## config.mk

```make
export PLATFORM = sky130hd
export DESIGN_NAME = fp_div_iter
export DESIGN_NICKNAME = d
export VERILOG_FILES = /design/src/rtl/fp_div_iter.sv
export SDC_FILE = /design/constraint.sdc
export NUM_CORES = 1
export LEC_CHECK = 0
export BUFFER_PORTS_ARGS = -buffer_cell sky130_fd_sc_hd__buf_2
export CAP_MARGIN = 20
export CORE_AREA = 2 2 142 144
export DETAILED_ROUTE_END_ITERATION = 8
export DIE_AREA = 0 0 144 146
export PLACE_DENSITY = 0.51
export RECOVER_POWER = 100
export SETUP_SLACK_MARGIN = 0.3
export SYNTH_ARGS = -nofsm -noshare
export SYNTH_HDL_FRONTEND = slang
export SYNTH_SLANG_ARGS = --single-unit
```

## constraint.sdc

```tcl
create_clock -name clk_i -period 8.2 [get_ports clk_i]
set_input_delay 0 -clock clk_i [delete_from_list [all_inputs] [get_ports clk_i]]
set_output_delay 0 -clock clk_i [all_outputs]
set_load 0.005 [all_outputs]
```

## src/rtl/fp_div_iter.sv

```systemverilog
`default_nettype none
// ============================================================================
// Module      : fp_div_iter
// Description : Iterative bfloat16 divider (C = A / B). Restoring division,
//               one quotient bit per cycle, round-to-nearest-even, denormal
//               flush-to-zero, NaN/Inf encodings shared with the FPU multiplier.
//               Valid/ready handshake on both the operand and result sides.
// Revision    : 1.0 - initial release
// ----------------------------------------------------------------------------
// Parameters
//   QBITS       quotient bits produced (1 integer, 7 fraction, guard, extra);
//               must be >= 10, bits beyond 10 fold into the sticky bit
//   BIAS        exponent bias
// Ports
//   clk_i       clock, rising edge
//   rst_ni      asynchronous active-low reset
//   in_valid_i  operands valid
//   in_ready_o  divider idle, operands accepted when in_valid_i=1
//   a_i / b_i   dividend / divisor, bfloat16
//   abort_i     synchronous kill of the operation in flight
//   out_valid_o result valid, held until out_ready_i
//   out_ready_i consumer accepts result
//   result_o    quotient, bfloat16
//   flags_o     {NV,DZ,OF,UF,NX}, only with FPU_DIV_FLAGS_EN defined
// Build option
//   FPU_DIV_FLAGS_EN : adds the flags_o port and its flag logic.
// ============================================================================
module fp_div_iter #(
    parameter int QBITS = 10,
    parameter int BIAS  = 127
) (
    input  logic        clk_i,
    input  logic        rst_ni,
    input  logic        in_valid_i,
    output logic        in_ready_o,
    input  logic [15:0] a_i,
    input  logic [15:0] b_i,
    input  logic        abort_i,
    output logic        out_valid_o,
    input  logic        out_ready_i,
    output logic [15:0] result_o
`ifdef FPU_DIV_FLAGS_EN
    ,
    output logic [4:0]  flags_o
`endif
);

    localparam int CW = $clog2(QBITS + 1);
    localparam logic [CW-1:0] C_LAST_CNT = CW'(QBITS - 1);
    // Quotient bits below the guard position, for each normalisation case.
    localparam logic [QBITS-1:0] C_MASK_HI = ~({QBITS{1'b1}} << (QBITS - 9));
    localparam logic [QBITS-1:0] C_MASK_LO = ~({QBITS{1'b1}} << (QBITS - 10));
    localparam logic [15:0] C_QNAN = 16'h7FC0;
    localparam logic [14:0] C_INF  = 15'h7F80;

    typedef enum logic [1:0] {
        S_IDLE  = 2'd0,
        S_DIV   = 2'd1,
        S_ROUND = 2'd2,
        S_DONE  = 2'd3
    } state_e;

    state_e             state_q, state_d;
    logic [CW-1:0]      cnt_q, cnt_d;
    logic [8:0]         rem_q, rem_d;
    logic [7:0]         sigb_q, sigb_d;
    logic [QBITS-1:0]   quo_q, quo_d;
    logic signed [9:0]  exp_q, exp_d;
    logic               sign_q, sign_d;
    logic [15:0]        res_q, res_d;

    // ------------------------------------------------------------------
    // Operand classification
    // ------------------------------------------------------------------
    logic w_a_zero, w_b_zero, w_a_inf, w_b_inf, w_a_nan, w_b_nan;
    logic w_sign, w_spec;
    logic [15:0] w_spec_res;
    logic signed [9:0] w_exp_acc;

    always_comb begin
        // Exponent field 0 is treated as zero regardless of the mantissa.
        w_a_zero = (a_i[14:7] == 8'h00);
        w_b_zero = (b_i[14:7] == 8'h00);
        w_a_inf  = (a_i[14:7] == 8'hFF) && (a_i[6:0] == 7'h00);
        w_b_inf  = (b_i[14:7] == 8'hFF) && (b_i[6:0] == 7'h00);
        w_a_nan  = (a_i[14:7] == 8'hFF) && (a_i[6:0] != 7'h00);
        w_b_nan  = (b_i[14:7] == 8'hFF) && (b_i[6:0] != 7'h00);
        w_sign   = a_i[15] ^ b_i[15];
        w_spec   = w_a_nan | w_b_nan | w_a_inf | w_b_inf | w_a_zero | w_b_zero;

        w_spec_res = 16'h0000;
        if (w_a_nan || w_b_nan) begin
            w_spec_res = C_QNAN;
        end else if ((w_a_inf && w_b_inf) || (w_a_zero && w_b_zero)) begin
            w_spec_res = C_QNAN;
        end else if (w_a_inf) begin
            w_spec_res = {w_sign, C_INF};
        end else if (w_b_zero) begin
            w_spec_res = {w_sign, C_INF};
        end else begin
            // 0/x and x/Inf both give +0.
            w_spec_res = 16'h0000;
        end

        w_exp_acc = $signed({2'b00, a_i[14:7]}) - $signed({2'b00, b_i[14:7]})
                  + $signed(10'(BIAS));
    end

`ifdef FPU_DIV_FLAGS_EN
    logic [4:0] w_spec_flags;
    always_comb begin
        w_spec_flags = 5'b00000;
        if (w_a_nan || w_b_nan) begin
            w_spec_flags = 5'b00000;
        end else if ((w_a_inf && w_b_inf) || (w_a_zero && w_b_zero)) begin
            w_spec_flags = 5'b10000;
        end else if (w_a_inf) begin
            w_spec_flags = 5'b00000;
        end else if (w_b_zero) begin
            w_spec_flags = 5'b01000;
        end
    end
`endif

    // ------------------------------------------------------------------
    // One restoring-division step
    // ------------------------------------------------------------------
    logic       w_qbit;
    logic [8:0] w_rem_rest;

    always_comb begin
        w_qbit     = (rem_q >= {1'b0, sigb_q});
        w_rem_rest = w_qbit ? (rem_q - {1'b0, sigb_q}) : rem_q;
    end

    // ------------------------------------------------------------------
    // Normalise, round to nearest-even, range check
    // ------------------------------------------------------------------
    logic              w_int;
    logic [6:0]        w_mant;
    logic              w_guard, w_sticky, w_inc;
    logic [7:0]        w_mant_sum;
    logic signed [9:0] w_exp_pre, w_exp_rnd;
    logic [6:0]        w_mant_rnd;
    logic              w_of, w_uf;
    logic [15:0]       w_round_res;

    always_comb begin
        w_int = quo_q[QBITS-1];
        if (w_int) begin
            w_mant    = quo_q[QBITS-2 -: 7];
            w_guard   = quo_q[QBITS-9];
            w_sticky  = (|(quo_q & C_MASK_HI)) | (|rem_q);
            w_exp_pre = exp_q;
        end else begin
            // Quotient below 1.0: shift up one place and lower the exponent.
            w_mant    = quo_q[QBITS-3 -: 7];
            w_guard   = quo_q[QBITS-10];
            w_sticky  = (|(quo_q & C_MASK_LO)) | (|rem_q);
            w_exp_pre = exp_q - 10'sd1;
        end

        w_inc      = w_guard & (w_sticky | w_mant[0]);
        w_mant_sum = {1'b0, w_mant} + {7'd0, w_inc};
        if (w_mant_sum[7]) begin
            w_mant_rnd = 7'h00;
            w_exp_rnd  = w_exp_pre + 10'sd1;
        end else begin
            w_mant_rnd = w_mant_sum[6:0];
            w_exp_rnd  = w_exp_pre;
        end

        w_of = (w_exp_rnd >= 10'sd255);
        w_uf = (w_exp_rnd <= 10'sd0);

        if (w_of) begin
            w_round_res = {sign_q, C_INF};
        end else if (w_uf) begin
            w_round_res = 16'h0000;
        end else begin
            w_round_res = {sign_q, w_exp_rnd[7:0], w_mant_rnd};
        end
    end

    // ------------------------------------------------------------------
    // Next-state logic
    // ------------------------------------------------------------------
`ifdef FPU_DIV_FLAGS_EN
    logic [4:0] flags_q, flags_d;
`endif

    always_comb begin
        state_d = state_q;
        cnt_d   = cnt_q;
        rem_d   = rem_q;
        sigb_d  = sigb_q;
        quo_d   = quo_q;
        exp_d   = exp_q;
        sign_d  = sign_q;
        res_d   = res_q;
`ifdef FPU_DIV_FLAGS_EN
        flags_d = flags_q;
`endif

        if (abort_i) begin
            // Kill wins over everything, including an accept this cycle.
            state_d = S_IDLE;
        end else begin
            case (state_q)
                S_IDLE: begin
                    if (in_valid_i) begin
                        sign_d = w_sign;
                        if (w_spec) begin
                            res_d   = w_spec_res;
`ifdef FPU_DIV_FLAGS_EN
                            flags_d = w_spec_flags;
`endif
                            state_d = S_DONE;
                        end else begin
                            rem_d   = {2'b01, a_i[6:0]};
                            sigb_d  = {1'b1, b_i[6:0]};
                            quo_d   = '0;
                            cnt_d   = '0;
                            exp_d   = w_exp_acc;
                            state_d = S_DIV;
                        end
                    end
                end
                S_DIV: begin
                    // Remainder stays below 2*divisor, so 9 bits never overflow.
                    rem_d = w_rem_rest << 1;
                    quo_d = {quo_q[QBITS-2:0], w_qbit};
                    cnt_d = cnt_q + 1'b1;
                    if (cnt_q == C_LAST_CNT) begin
                        state_d = S_ROUND;
                    end
                end
                S_ROUND: begin
                    res_d   = w_round_res;
`ifdef FPU_DIV_FLAGS_EN
                    flags_d = {2'b00, w_of, w_uf, w_guard | w_sticky | w_of | w_uf};
`endif
                    state_d = S_DONE;
                end
                S_DONE: begin
                    if (out_ready_i) begin
                        state_d = S_IDLE;
                    end
                end
                default: state_d = S_IDLE;
            endcase
        end
    end

    // ------------------------------------------------------------------
    // State registers
    // ------------------------------------------------------------------
    always_ff @(posedge clk_i or negedge rst_ni) begin
        if (!rst_ni) begin
            state_q <= S_IDLE;
            cnt_q   <= '0;
            rem_q   <= '0;
            sigb_q  <= '0;
            quo_q   <= '0;
            exp_q   <= '0;
            sign_q  <= 1'b0;
            res_q   <= 16'h0000;
        end else begin
            state_q <= state_d;
            cnt_q   <= cnt_d;
            rem_q   <= rem_d;
            sigb_q  <= sigb_d;
            quo_q   <= quo_d;
            exp_q   <= exp_d;
            sign_q  <= sign_d;
            res_q   <= res_d;
        end
    end

`ifdef FPU_DIV_FLAGS_EN
    always_ff @(posedge clk_i or negedge rst_ni) begin
        if (!rst_ni) begin
            flags_q <= 5'b00000;
        end else begin
            flags_q <= flags_d;
        end
    end
    assign flags_o = flags_q;
`endif

    assign in_ready_o  = (state_q == S_IDLE);
    assign out_valid_o = (state_q == S_DONE);
    assign result_o    = res_q;

endmodule
`default_nettype wire

```

# Yosys cells after proc, flatten, opt, wreduce, memory -nomap -nowiden
# Index checks and enable logic that the tools add are counted.
# W data, S select, Z words.
[op_classes]
n_addsub = 7
order_cmp = 3
eq_ne = 12
mux = 31
n_bitwise = 11
reduce_logical = 23
[op_table]
columns = ["op", "count"]
rows = [
  ["$mux W16", 8],
  ["$mux W10", 4],
  ["$pmux W16 S2", 1],
  ["$pmux W10 S2", 1],
  ["$mux W9", 2],
  ["$pmux W9 S2", 1],
  ["$eq A8 B8 Y1 const B", 2],
  ["$logic_not A8 Y1", 2],
  ["$logic_not A7 Y1", 2],
  ["$mux W7", 2],
  ["$reduce_bool A7 Y1", 2],
  ["$reduce_and A4 Y1", 3],
  ["$add A10 B2 Y10 const B", 1],
  ["$add A9 B8 Y10 const B", 1],
  ["$ge A10 B9 Y1 const B", 1],
  ["$le A10 B1 Y1 const B", 1],
  ["$mux W2", 5],
  ["$sub A10 B2 Y10 const B", 1],
  ["$ge A9 B8 Y1", 1],
  ["$reduce_or A9 Y1", 1],
  ["$sub A8 B8 Y9", 1],
  ["$add A7 B1 Y8", 1],
  ["$mux W4", 2],
  ["$mux W8", 1],
  ["21 further kinds", 40],
]
[word_totals]
regBits = 60
input_bits = 37
out_inout_bits = 18
elab_cells = 95

# Logic depth before layout (Yosys ltp)
# Gate-level depths: netlist of run 1.
[logic_depth]
word_depth = 11
ltp_mapped = 14
mapped_depth_nobuf = 13

# Least setup slack after synthesis of run 1
# No wires, ideal clock.
[synth_timing]
kind = "reg2reg"
start = "register quo_q[9]"
end = "register res_q[6], in the netlist result_o[6]"
setup_time_ps = 110
t_arrival_ps = 2961
t_required_ps = 8090
path_slack_ps = 5128
path_stages_with_launch = 15
n_path_buf = 4
period_less_slack_ps = 3072
path_cell_list = "dfrtp_1 > buf_4 > buf_2 > buf_1 > buf_1 > a21oi_1 > ha_1 > nand2_1 > nor3_1 > nand3_1 > nor2_1 > mux2i_1 > nor4_2 > or2_2 > o41ai_1"
[synth_via]
elab_chain_cells = 9
elab_cells_between_ends = 15
classes_between = "2 x add/sub; 2 x order compare; 9 x mux; 2 x bitwise"
[synth_rtl]
columns = ["element", "line", "source"]
rows = [
  ["start: declaration", "67", "logic [QBITS-1:0] quo_q, quo_d;"],
  ["start signal: assignment", "273", "quo_q <= quo_d;"],
  ["$mux W1 / $mux W7 (equally long branches)", "150", "if (w_int) begin"],
  ["$or A1 B1 Y1", "163", "w_inc = w_guard & (w_sticky | w_mant[0]);"],
  ["$and A1 B1 Y1", "163", ""],
  ["$add A7 B1 Y8", "164", "w_mant_sum = {1'b0, w_mant} + {7'd0, w_inc};"],
  ["$mux W10", "165", "if (w_mant_sum[7]) begin"],
  ["$le A10 B1 Y1", "174", "w_uf = (w_exp_rnd <= 10'sd0);"],
  ["$mux W16", "178", "end else if (w_uf) begin"],
  ["$mux W16 *", "176", "if (w_of) begin"],
  ["$pmux W16 S2 *", "209", "case (state_q)"],
  ["end signal: assignment", "276", "res_q <= res_d;"],
  ["end: declaration", "70", "logic [15:0] res_q, res_d;"],
]
# Every way passes the cells marked *; elsewhere a longest branch is shown, timed or not.
# A chain may end at the register's enable or synchronous reset.

# Final worst setup path of run 1
[layout_timing]
start = "register quo_q[9]"
end = "register res_q[4], in the netlist result_o[4]"
# Same word-level chain as after synthesis.

==> out/metrics.cfg, run 1 <==
[outcome]
status=complete, but fails checks
violations=capacitance limit, slew limit

[synth]
synthCells=569
yosys.area_share.simple=0.2468
synth.distinct_cells=65
syn-cell-area_mm2=0.004771
yosysWarnings=0
synth.ff_latch_count=60
synth_edf_count=0
yosysTopAreaCell=dfrtp_1
yosysSeqAreaShare=0.3147
synth_xor_xnor_area_share=0.06793
synth_compound_area_frac=0.1928
synth_fp_nets=634
synth-adder-area-share=0.07658
synth_area_leaders=dfrtp_1 31%, ha_1 6.8%, xnor2_1 5.0%
synth.most_common_cell=nand2_1
synth_top_family_by_area=simple AND/OR/NAND/NOR gates
avgSynthCellArea_um2=8.385
synthFlopType=dfrtp_1
synth.top_cell.area_share=0.3147
synth_common_cells=61 x nand2_1, 60 x dfrtp_1, 45 x nor2_1
synth_mux_area_frac=0.04091
synthArstFlopShare=1.000

[placement]
hpwl_um=9661
port_buffers=54
finalWeightedCongestion=0.8240
place_ws_ns=4.514
dpl_cell_area_mm2=0.005235

[worst_setup_path]
worstPathMaxFanout=34
rrSetupSlack_ns=3.80
cp-start-kind=register
r2r_end=result_o[4]
path_class=reg -> reg
crit_arrival_ns=4.66
setup.worst_path.end_class=register
worstPathRequired_ns=8.46
cp_common_cell=nor4_1
r2r_start=quo_q[9]
r2r_cells=8
crit_path_top_delay_cell=dfrtp_1
worstPathCellList=mux2i_1 > nor4_1 > nand4_1 > a211oi_1 > xnor2_1 > nand2_1 > nor4_1 > a32o_1
critical_path.max_stage_delay_ns=1.04

[grt]
grt_usage=0.1281
grt_max_degree=61
grt-ovfl-total=0
antenna_found_initial=1
grt_pass1_vias=4054
grt_pass1_wl_um=21530

[sta]
fin_skew_ns=0.005667
relSlewSlack=-1.201
max_freq_ghz=0.2274
fin_ws_ns=3.803
rsz0062_at_grt=no
tns_ns=0
fin_crit_ns=4.397
tightestPinTransition_ns=3.301
timing.final.crit_share=0.5362
slew_viol_final=61
final-hold-violation-count=0
setup_viol=0

[route]
ant_nets=0
drc=0
wire_per_inst_um=14.21
routed_wl_um=12720
vias=4234
via_per_inst=4.731
drt-initial-drc-count=324
drtPass1Iterations=5

[clock_tree]
clock_latency_ns=0.33
clkSlewWorstSetupHoldPaths_ns=0.05
cts_max_level=3
ctsResizeCount=0
cts_tree=built
clockRootBuffer=clkbuf_16
clock_sinks=60
cts_made_buffers=9
clockBufferDepth=2
post_cts_buffers=0

[floorplan]
initial_core_util=0.2467
core_area_mm2=0.01933
num_rows=51
die_x_um=144
die_h_um=146
dieArea_mm2=0.02102
boundaryPins=55

[min_path]
min_path_type=in -> reg
min_from=in_valid_i
hold_depth=3
hold-path-endpoint=sign_q

[pwr]
leakage_uw=0.002354
pwr_density_cell_mw_per_mm2=319.9
ir_drop_mv=0.1444

[layout]
nFillCells=2079
syn_to_final_growth_pct=17.99
layout-drive-gt1-share=0.1240
design_area_mm2=0.005629
nNetsFinal=690

[flow_run]
maxCapViolations=1

how the worst max path moves through the flow:
stage,startpoint,endpoint,slack [ns]
after global placement,quo_q[9],result_o[6],4.60
after global routing,quo_q[9],result_o[2],3.22
after detailed placement,quo_q[9],result_o[6],4.51
after CTS,quo_q[9],result_o[6],4.50
final,quo_q[9],result_o[4],3.80
after floorplan,quo_q[9],result_o[6],5.13
placed cells by master, fill, tap and decap left out, types with 12 or more instances in the layout:
master         Yosys  routed
buf_2              5      43
inv_1             32      32
nor3_1            16      16
nand3_1           29      29
dlygate4sd3_1      0      16
o21ai_0           44      44
nor2_1            45      45
ha_1              26      26
a211oi_1          12      12
xnor2_1           27      27
nand2_1           61      61
clkbuf_1          16      16
mux2i_1           15      15
a21oi_1           23      23
dfrtp_1           60      60
flip-flops by register name (all words and copies together), names as in the netlist:
register / cells
rem_q: 9
cnt_q: 4
state_q: 2
result_o: 16
quo_q: 10
sigb_q: 8
sign_q: 1
exp_q: 10
metal layers:
metal,track usage,vias up,share of wire
li1,-,2169,-
met1,0.1954,1946,0.53
met2,0.1831,106,0.41
met3,0.02698,13,0.048
met4,0.02941,0,0.0096
met5,0,-,0
worst max-delay path, delay by kind of cell, from the launching register on:
kind / cells / cell delay [ns]
AO/OA/AOI/OAI: 2 / 0.62
XOR/XNOR: 1 / 0.20
flip-flops: 1 / 1.04
multiplexers: 1 / 0.26
AND/OR/NAND/NOR: 4 / 2.20
cells by family after synthesis:
group / count (synthesis)
and+or+nand+nor: 225
AOI/OAI and AO/OA: 138
buffers and inverters: 62
DFF: 60
xor gates and xnor gates: 37
adders and majority gates: 28
muxes: 19
per-stage QoR:
| stage | util | std cells | power, uW | hold slack (ns) |
|---|---|---|---|---|
| 5_1_grt | 0.2910 | 894 | 1971 | 0.06773 |
| 3_3_place_gp | 0.2708 | 862 | 1450 | 0.2256 |
| 3_5_place_dp | 0.2708 | 862 | 1453 | 0.2291 |
| 2_1_floorplan | - | 569 | 1245 | -0.2956 |
| 4_1_cts | 0.2930 | 893 | 1814 | 0.02170 |
| 6_report | 0.2911 | 895 | 1801 | 0.03000 |
layout make-up:
type	instances	area [um^2]	area share
Antenna cell	1	2.502	0.0004445
Clock buffer	13	260.3	0.04623
Clock inverter	2	10.01	0.001778
Inverter	32	120.1	0.02134
Multi-Input combinational cell	447	2960	0.5259
Sequential cell	60	1501	0.2667
Tap cell	265	331.6	0.05890
Timing Repair Buffer	75	442.9	0.07868
what timing repair did:
item,4_1_cts,5_1_grt
setup endpoints to repair,0,0
hold buffers,16,0
hold endpoints to repair,76,0
power by group:
group	switching (uW)	total (uW)	internal, uW
logic	538	946	408
registers	114	505	391
clock network	132	350	218
No activity file was read; power rests on OpenSTA's default activity.
==> run 2, diff against run 1 <==
--- a/config.mk
+++ b/config.mk
@@ -5,11 +5,12 @@
 export SDC_FILE = /design/constraint.sdc
 export NUM_CORES = 1
 export LEC_CHECK = 0
+export ABC_AREA = 1
 export BUFFER_PORTS_ARGS = -buffer_cell sky130_fd_sc_hd__buf_2
 export CAP_MARGIN = 20
-export CORE_AREA = 2 2 142 144
+export CORE_AREA = 2 2 139 141
 export DETAILED_ROUTE_END_ITERATION = 8
-export DIE_AREA = 0 0 144 146
+export DIE_AREA = 0 0 141 143
 export PLACE_DENSITY = 0.51
 export RECOVER_POWER = 100
 export SETUP_SLACK_MARGIN = 0.3
==> constraint.sdc (replaced) <==
create_clock -name clk_i -period 4.2 [get_ports clk_i]
set_input_delay 0 -clock clk_i [delete_from_list [all_inputs] [get_ports clk_i]]
set_output_delay 0 -clock clk_i [all_outputs]
set_load 0.005 [all_outputs]
==> run 2 against run 1 <==
- the flow still finishes with violations (capacitance limit, slew limit)
- register-to-register slack got worse by 3.0 ns
- worst setup slack got worse by 3.0 ns
- power increased by 97%
- maximum frequency increased by 30%
- critical path depth increased by 7
- sequential cell count unchanged
==> out/metrics.cfg, run 2 <==
[outcome]
status=complete, but fails checks  ; unchanged
violations=capacitance limit, slew limit  ; unchanged

[layout]
layout-drive-gt1-share=0.1215  ; was 0.1240
nFillCells=2051  ; was 2,079
layout_commonest_cell=nand2_1  ; unchanged
largest_reg_flops=16  ; unchanged
nNetsFinal=770  ; was 690
mostFrequentLayoutCells=157 x nand2_1, 84 x inv_1, 63 x nor2_1  ; was 61 x nand2_1, 60 x dfrtp_1, 45 x nor2_1
design_area_mm2=0.005489  ; was 0.005629 mm^2
syn_to_final_growth_pct=20.22  ; was 17.99%
fin_util=0.2954  ; was 0.2911
n_antenna_cell=0  ; was 1

[grt]
grt_pass1_wl_um=19820  ; was 21,530 um
grt_max_degree=61  ; unchanged
antenna_found_initial=1  ; unchanged
grt-ovfl-total=0  ; unchanged
grt_pass1_vias=4105  ; was 4,054
grt_usage=0.1225  ; was 0.1281

[clock_tree]
clockBufferDepth=2  ; unchanged
cts_made_buffers=9  ; unchanged
clkSlewWorstSetupHoldPaths_ns=0.05  ; about the same
clockRootBuffer=clkbuf_16  ; unchanged
clock_latency_ns=0.33  ; about the same
clock_sinks=60  ; unchanged
cts_tree=built  ; unchanged
cts_max_level=3  ; unchanged
post_cts_buffers=0  ; unchanged

[synth]
synth.top_cell.area_share=0.3289  ; was 0.3147
syn-cell-area_mm2=0.004566  ; was 0.004771 mm^2
synth_edf_count=0  ; unchanged
synthArstFlopShare=1.000  ; unchanged
synth.most_common_cell=nand2_1  ; unchanged
synthFlopType=dfrtp_1  ; unchanged
synth_fp_nets=699  ; was 634
yosysSeqAreaShare=0.3289  ; was 0.3147
yosysWarnings=0  ; unchanged
synthCells=634  ; was 569
synth_area_leaders=dfrtp_1 33%, nand2_1 13%, ha_1 7.1%  ; was dfrtp_1 31%, ha_1 6.8%, xnor2_1 5.0%
synth.distinct_cells=46  ; was 65
yosysTopAreaCell=dfrtp_1  ; unchanged
synth.ff_latch_count=60  ; unchanged
avgSynthCellArea_um2=7.201  ; was 8.385 um^2
synth_common_cells=156 x nand2_1, 82 x inv_1, 62 x nor2_1  ; was 61 x nand2_1, 60 x dfrtp_1, 45 x nor2_1

[route]
drc=0  ; unchanged
drt-initial-drc-count=155  ; was 324
via_per_inst=4.454  ; was 4.731
wl_met2_um=4804  ; was 5203 um
drtPass1Iterations=4  ; was 5
wl_met1_um=5853  ; was 6791 um
route.top_layer_used=met5  ; was met4
wire_per_inst_um=12.15  ; was 14.21 um
vias=4196  ; was 4,234
wl_met3_um=599  ; was 605 um
routed_wl_um=11440  ; was 12,720 um
ant_nets=0  ; unchanged

[pwr]
combPwrFrac=0.529  ; was 0.525
seq_power_share=0.266  ; was 0.280
power.switching_uw=1592  ; was 783.6 uW
leakage_uw=0.002679  ; was 0.002354 uW
p_sw_frac=0.4490  ; was 0.4352
ir_drop_mv=0.2980  ; was 0.1444 mV
clkPwrFrac=0.205  ; was 0.194
p_int_uw=1953  ; was 1017 uW
pwr_density_cell_mw_per_mm2=645.8  ; was 319.9 mW/mm^2

[worst_setup_path]
r2r_start=quo_q[9]  ; unchanged
worstPathCellList=inv_2 > nand2_1 > nand2_1 > nand2_2 > clkinv_1 > nor2_2 > nand3_1 > nor2_4 > nand3_2 > nor2_1 > xor2_1 > nand2_1 > nor2_4 > nand2_1 > a21oi_2  ; was mux2i_1 > nor4_1 > nand4_1 > a211oi_1 > xnor2_1 > nand2_1 > nor4_1 > a32o_1
critPathLaunch=quo_q[9]  ; unchanged
crit_arrival_ns=3.65  ; was 4.66 ns
crit_path_top_delay_cell=dfrtp_1  ; unchanged
critical_path.max_stage_delay_ns=0.81  ; was 1.04 ns
setup.worst_path.end_class=register  ; unchanged
critical-path-top-delay-family=simple AND/OR/NAND/NOR gates  ; unchanged
crit_buf_inv=2  ; was 0
worstPathRequired_ns=4.46  ; was 8.46 ns
path_class=reg -> reg  ; unchanged
cp-start-kind=register  ; unchanged
worstPathMaxFanout=21  ; was 34
cp_common_cell=nand2_1  ; was nor4_1

[floorplan]
die_x_um=141  ; was 144 um
boundaryPins=55  ; unchanged
die_h_um=143  ; was 146 um
initial_core_util=0.2457  ; was 0.2467
dieArea_mm2=0.02016  ; was 0.02102 mm^2
core_area_mm2=0.01858  ; was 0.01933 mm^2
num_rows=50  ; was 51

[placement]
port_buffers=54  ; unchanged
dpl_cell_area_mm2=0.005074  ; was 0.005235 mm^2
finalWeightedCongestion=0.8173  ; was 0.8240
hpwl_um=8808  ; was 9661 um

[flow_run]
maxCapViolations=1  ; unchanged

[sta]
max_freq_ghz=0.2953  ; was 0.2274 GHz
final-hold-violation-count=0  ; unchanged
timing.final.crit_share=0.8064  ; was 0.5362
setup_viol=0  ; unchanged
fin_skew_ns=0.008817  ; was 0.005667 ns
holdWs_ns=0.06700  ; was 0.03000 ns
slew_viol_final=61  ; unchanged
tightestPinTransition_ns=1.544  ; was 3.301 ns
rsz0062_at_grt=no  ; unchanged
relSlewSlack=-0.02964  ; was -1.201
tns_ns=0  ; unchanged
fin_crit_ns=3.387  ; was 4.397 ns

[min_path]
min_from=in_valid_i  ; unchanged
min_path_type=in -> reg  ; unchanged

[run 2: changes by cell type in the layout (fill, tap and decap cells not counted), sizes merged, moves of 9 or more]
cell,previous run,this run
nand2,61,164
inv,32,88
nor2,45,70
xnor2,27,8
mux2i,15,0
a211oi,12,0
xor2,10,21
nand2b,10,0
nor3,17,8
o22ai,2,11
[run 2: logic make-up (layout without fill, tap and decap cells)]
group	Yosys count	after routing	share of synthesized area
XOR/XNOR	29	29	0.06057
flip-flops	60	60	0.3289
AO/OA/AOI/OAI	109	109	0.1409
AND/OR/NAND/NOR	304	304	0.2979
buffers and inverters	104	178	0.09181
adder cells (fa/ha/maj)	28	28	0.08002
[run 2: worst paths after layout]
kind | to | slack [ns] | cells past startpoint
worst max-delay path | result_o[6] | 0.81 | 15
worst max register to register | result_o[6] | 0.81 | 15
min in group asynchronous | result_o[3] | 0.68 | 3
worst min register to register | sigb_q[7] | 0.46 | 2
worst min-delay path | sign_q | 0.07 | 3
max in group asynchronous | exp_q[8] | 2.60 | 3
[run 2: cell type report]
| class | count | area, um^2 | area share |
|---|---|---|---|
| clock buffer | 12 | 256.5 | 0.04673 |
| inverter | 91 | 341.6 | 0.06223 |
| sequential | 60 | 1501 | 0.2735 |
| tap | 234 | 292.8 | 0.05334 |
| clock inverter | 2 | 35.03 | 0.006382 |
| timing repair buffer | 73 | 434.2 | 0.07910 |
| multi-input combinational | 470 | 2628 | 0.4787 |
[run 2: power groups by stage]
stage	clock [uW]	sequential [uW]	combinational (uW)
2_1_floorplan	0	919	1490
3_3_place_gp	0	953	1900
3_5_place_dp	0	956	1900
4_1_cts	750	946	1920
5_1_grt	771	976	2190
6_report	725	945	1870
[run 2: metal layers]
| layer | track usage | vias to the layer above |
|---|---|---|
| li1 | - | 2216 |
| met1 | 0.1688 | 1882 |
| met4 | 0.04105 | 2 |
| met2 | 0.1884 | 79 |
| met5 | 0 | - |
| met3 | 0.02951 | 17 |
[run 2: worst min-delay path: stages]
cell     delay, ns
buf_2         0.11
nand2_1       0.13
o21ai_0       0.10
[run 2: through the flow]
| stage | power, uW | std cells | setup WS (ns) |
|---|---|---|---|
| 4_1_cts | 3617 | 942 | 1.080 |
| 5_1_grt | 3939 | 942 | 0.3569 |
| 6_report | 3545 | 942 | 0.8131 |
| 3_5_place_dp | 2852 | 912 | 1.095 |
| 2_1_floorplan | 2408 | 634 | 1.887 |
| 3_3_place_gp | 2852 | 912 | 1.158 |
[run 2: repair_timing]
| item | 4_1_cts | 5_1_grt |
|---|---|---|
| hold buffers | 16 | 0 |
| gates resized for setup | 0 | 0 |
| endpoints found under the hold margin | 76 | 0 |
==> run 3, diff against run 2 <==
--- a/config.mk
+++ b/config.mk
@@ -11,7 +11,7 @@
 export CORE_AREA = 2 2 139 141
 export DETAILED_ROUTE_END_ITERATION = 8
 export DIE_AREA = 0 0 141 143
-export PLACE_DENSITY = 0.51
+export PLACE_DENSITY = 0.53
 export RECOVER_POWER = 100
 export SETUP_SLACK_MARGIN = 0.3
 export SYNTH_ARGS = -nofsm -noshare
==> constraint.sdc (replaced) <==
create_clock -name clk_i -period 2.95 [get_ports clk_i]
set_input_delay 0 -clock clk_i [delete_from_list [all_inputs] [get_ports clk_i]]
set_output_delay 0 -clock clk_i [all_outputs]
set_load 0.005 [all_outputs]
==> run 3 against run 2 <==
- the flow now finishes without violations
- sequential power rose by 42%
- via count rose by 0.64%
- critical path type unchanged
- critical endpoint is now result_o[1]
- largest cell class unchanged
- final cell count rose by 1.7%
- largest power group unchanged
==> out/metrics.cfg, run 3 (synthesis results as in run 2) <==
[clock_tree]
cts_tree=built  ; unchanged
cts_made_buffers=9  ; unchanged
clkSlewWorstSetupHoldPaths_ns=0.05  ; about the same
clock_latency_ns=0.33  ; about the same
clockRootBuffer=clkbuf_16  ; unchanged
clock_sinks=60  ; unchanged
cts_max_level=3  ; unchanged
clockBufferDepth=2  ; unchanged

[placement]
hpwl_um=8801  ; was 8808 um
finalWeightedCongestion=0.8015  ; was 0.8173
dpl_cell_area_mm2=0.005126  ; was 0.005074 mm^2
port_buffers=54  ; unchanged

[min_path]
hold_depth=3  ; unchanged
hold-path-endpoint=sign_q  ; unchanged
min_from=a_i[15]  ; was in_valid_i
min_path_type=in -> reg  ; unchanged

[route]
wl_met2_um=4868  ; was 4804 um
drc=0  ; unchanged
routed_wl_um=11310  ; was 11,440 um
drt-initial-drc-count=194  ; was 155
ant_nets=0  ; unchanged
route.top_layer_used=met4  ; was met5
wl_met1_um=5901  ; was 5853 um
vias=4223  ; was 4,196
drtPass1Iterations=4  ; unchanged
wl_met3_um=419  ; was 599 um
via_per_inst=4.408  ; was 4.454
wire_per_inst_um=11.81  ; was 12.15 um

[floorplan]
num_rows=50  ; unchanged
initial_core_util=0.2457  ; unchanged
boundaryPins=55  ; unchanged
die_x_um=141  ; unchanged
die_h_um=143  ; unchanged
core_area_mm2=0.01858  ; unchanged
dieArea_mm2=0.02016  ; unchanged

[worst_setup_path]
rrSetupSlack_ns=0.41  ; was 0.81 ns
r2r_cells=15  ; unchanged
setup.worst_path.end_class=register  ; unchanged
path_class=reg -> reg  ; unchanged
r2r_start=exp_q[0]  ; was quo_q[9]
worstPathRequired_ns=3.19  ; was 4.46 ns
crit_arrival_ns=2.78  ; was 3.65 ns
cp-start-kind=register  ; unchanged
r2r_end=result_o[1]  ; was result_o[6]
worstPathMaxFanout=6  ; was 21

[sta]
relSlewSlack=0.2732  ; was -0.02964
tightestPinTransition_ns=1.090  ; was 1.544 ns
slew_viol_final=0  ; was 61
final-hold-violation-count=0  ; unchanged
timing.final.crit_share=0.8598  ; was 0.8064
setup_viol=0  ; unchanged
fin_skew_ns=0.006280  ; was 0.008817 ns
fin_crit_ns=2.536  ; was 3.387 ns
max_freq_ghz=0.3942  ; was 0.2953 GHz
tns_ns=0  ; unchanged
rsz0062_at_grt=yes  ; was no

[layout]
mostFrequentLayoutCells=152 x nand2_1, 84 x inv_1, 60 x nor2_1  ; was 157 x nand2_1, 84 x inv_1, 63 x nor2_1
layout-drive-gt1-share=0.1602  ; was 0.1215
nNetsFinal=784  ; was 770
n_antenna_cell=0  ; unchanged
layout_commonest_cell=nand2_1  ; unchanged
largest_reg_flops=16  ; unchanged
syn_to_final_growth_pct=24.50  ; was 20.22%
design_area_mm2=0.005684  ; was 0.005489 mm^2

[grt]
antenna_found_initial=0  ; was 1
grt-ovfl-total=0  ; unchanged
grt_pass1_wl_um=19770  ; was 19,820 um
grt_usage=0.1210  ; was 0.1225
grt_max_degree=44  ; was 61
grt_pass1_vias=4165  ; was 4,105

[pwr]
leakage_uw=0.002747  ; was 0.002679 uW
pwr_density_cell_mw_per_mm2=921.9  ; was 645.8 mW/mm^2
ir_drop_mv=0.3464  ; was 0.2980 mV

[flow_run]
maxCapViolations=0  ; was 1

[outcome]
status=completed  ; was complete, but fails checks

==> run 3: worst max-delay path by stage <==
stage | end | depth (start not counted) | slack [ns] | startpoint
6_report | result_o[1] | 15 | 0.41 | exp_q[0]
5_1_grt | result_o[1] | 15 | 0.15 | exp_q[0]
4_1_cts | result_o[10] | 16 | 0.31 | exp_q[0]
3_5_place_dp | result_o[13] | 16 | 0.33 | exp_q[0]
3_3_place_gp | result_o[8] | 16 | 0.39 | exp_q[0]
2_1_floorplan | result_o[6] | 15 | 0.64 | exp_q[0]
==> run 3: routing by layer <==
metal	global-route usage	vias to the layer above
li1	-	2248
met1	0.1692	1878
met2	0.1884	86
met3	0.02918	11
met4	0.03000	0
met5	0	-
==> run 3: what timing repair did <==
action                                  4_1_cts  5_1_grt
endpoints found under the hold margin        33        0
hold buffers                                 16        0
gates resized for setup                       0       28
endpoints found under the setup margin        0       21
setup buffers                                 0        6
==> run 3: metrics by stage <==
stage          utilization  instances  power (uW)  hold slack, ns  worst slack (ns)
4_1_cts             0.3001        951        5123         0.06198            0.3058
2_1_floorplan            -        634        3429         -0.2956            0.6375
3_3_place_gp        0.2759        919        4088        -0.03566            0.3920
6_report            0.3059        958        5240         0.05722            0.4135
5_1_grt             0.3059        958        5828          0.1110            0.1457
3_5_place_dp        0.2759        919        4077        -0.04535            0.3290
==> run 3: final cells by class <==
class	count	area, um^2
clock buffers	13	270.3
clock inverters	3	20.02
flip-flops and latches	60	1504
fillers	2023	12900
repair buffers	86	530.5
well taps	234	292.8
multi-input cells	471	2725
inverters	91	341.6
==> run 3: worst max-delay path, cell delays in order (launching register included) <==
cell and delay, ns:
dfrtp_2 0.42, inv_2 0.09, ha_2 0.29, o21ai_4 0.14, buf_4 0.15, ha_4 0.14
nand4_1 0.12, o21ai_0 0.29, nand2_1 0.13, nand2_1 0.09, nor2_1 0.04, nand2_1 0.07
nand2_2 0.10, nand2_2 0.14, nand3_1 0.09, o21ai_0 0.17
==> run 3: where the power goes <==
group	internal, uW	total (uW)	switching (uW)	leakage (uW)
clock network	635	1000	366	0.000138
logic	1110	2900	1790	0.00185
registers	1120	1340	217	0.000764
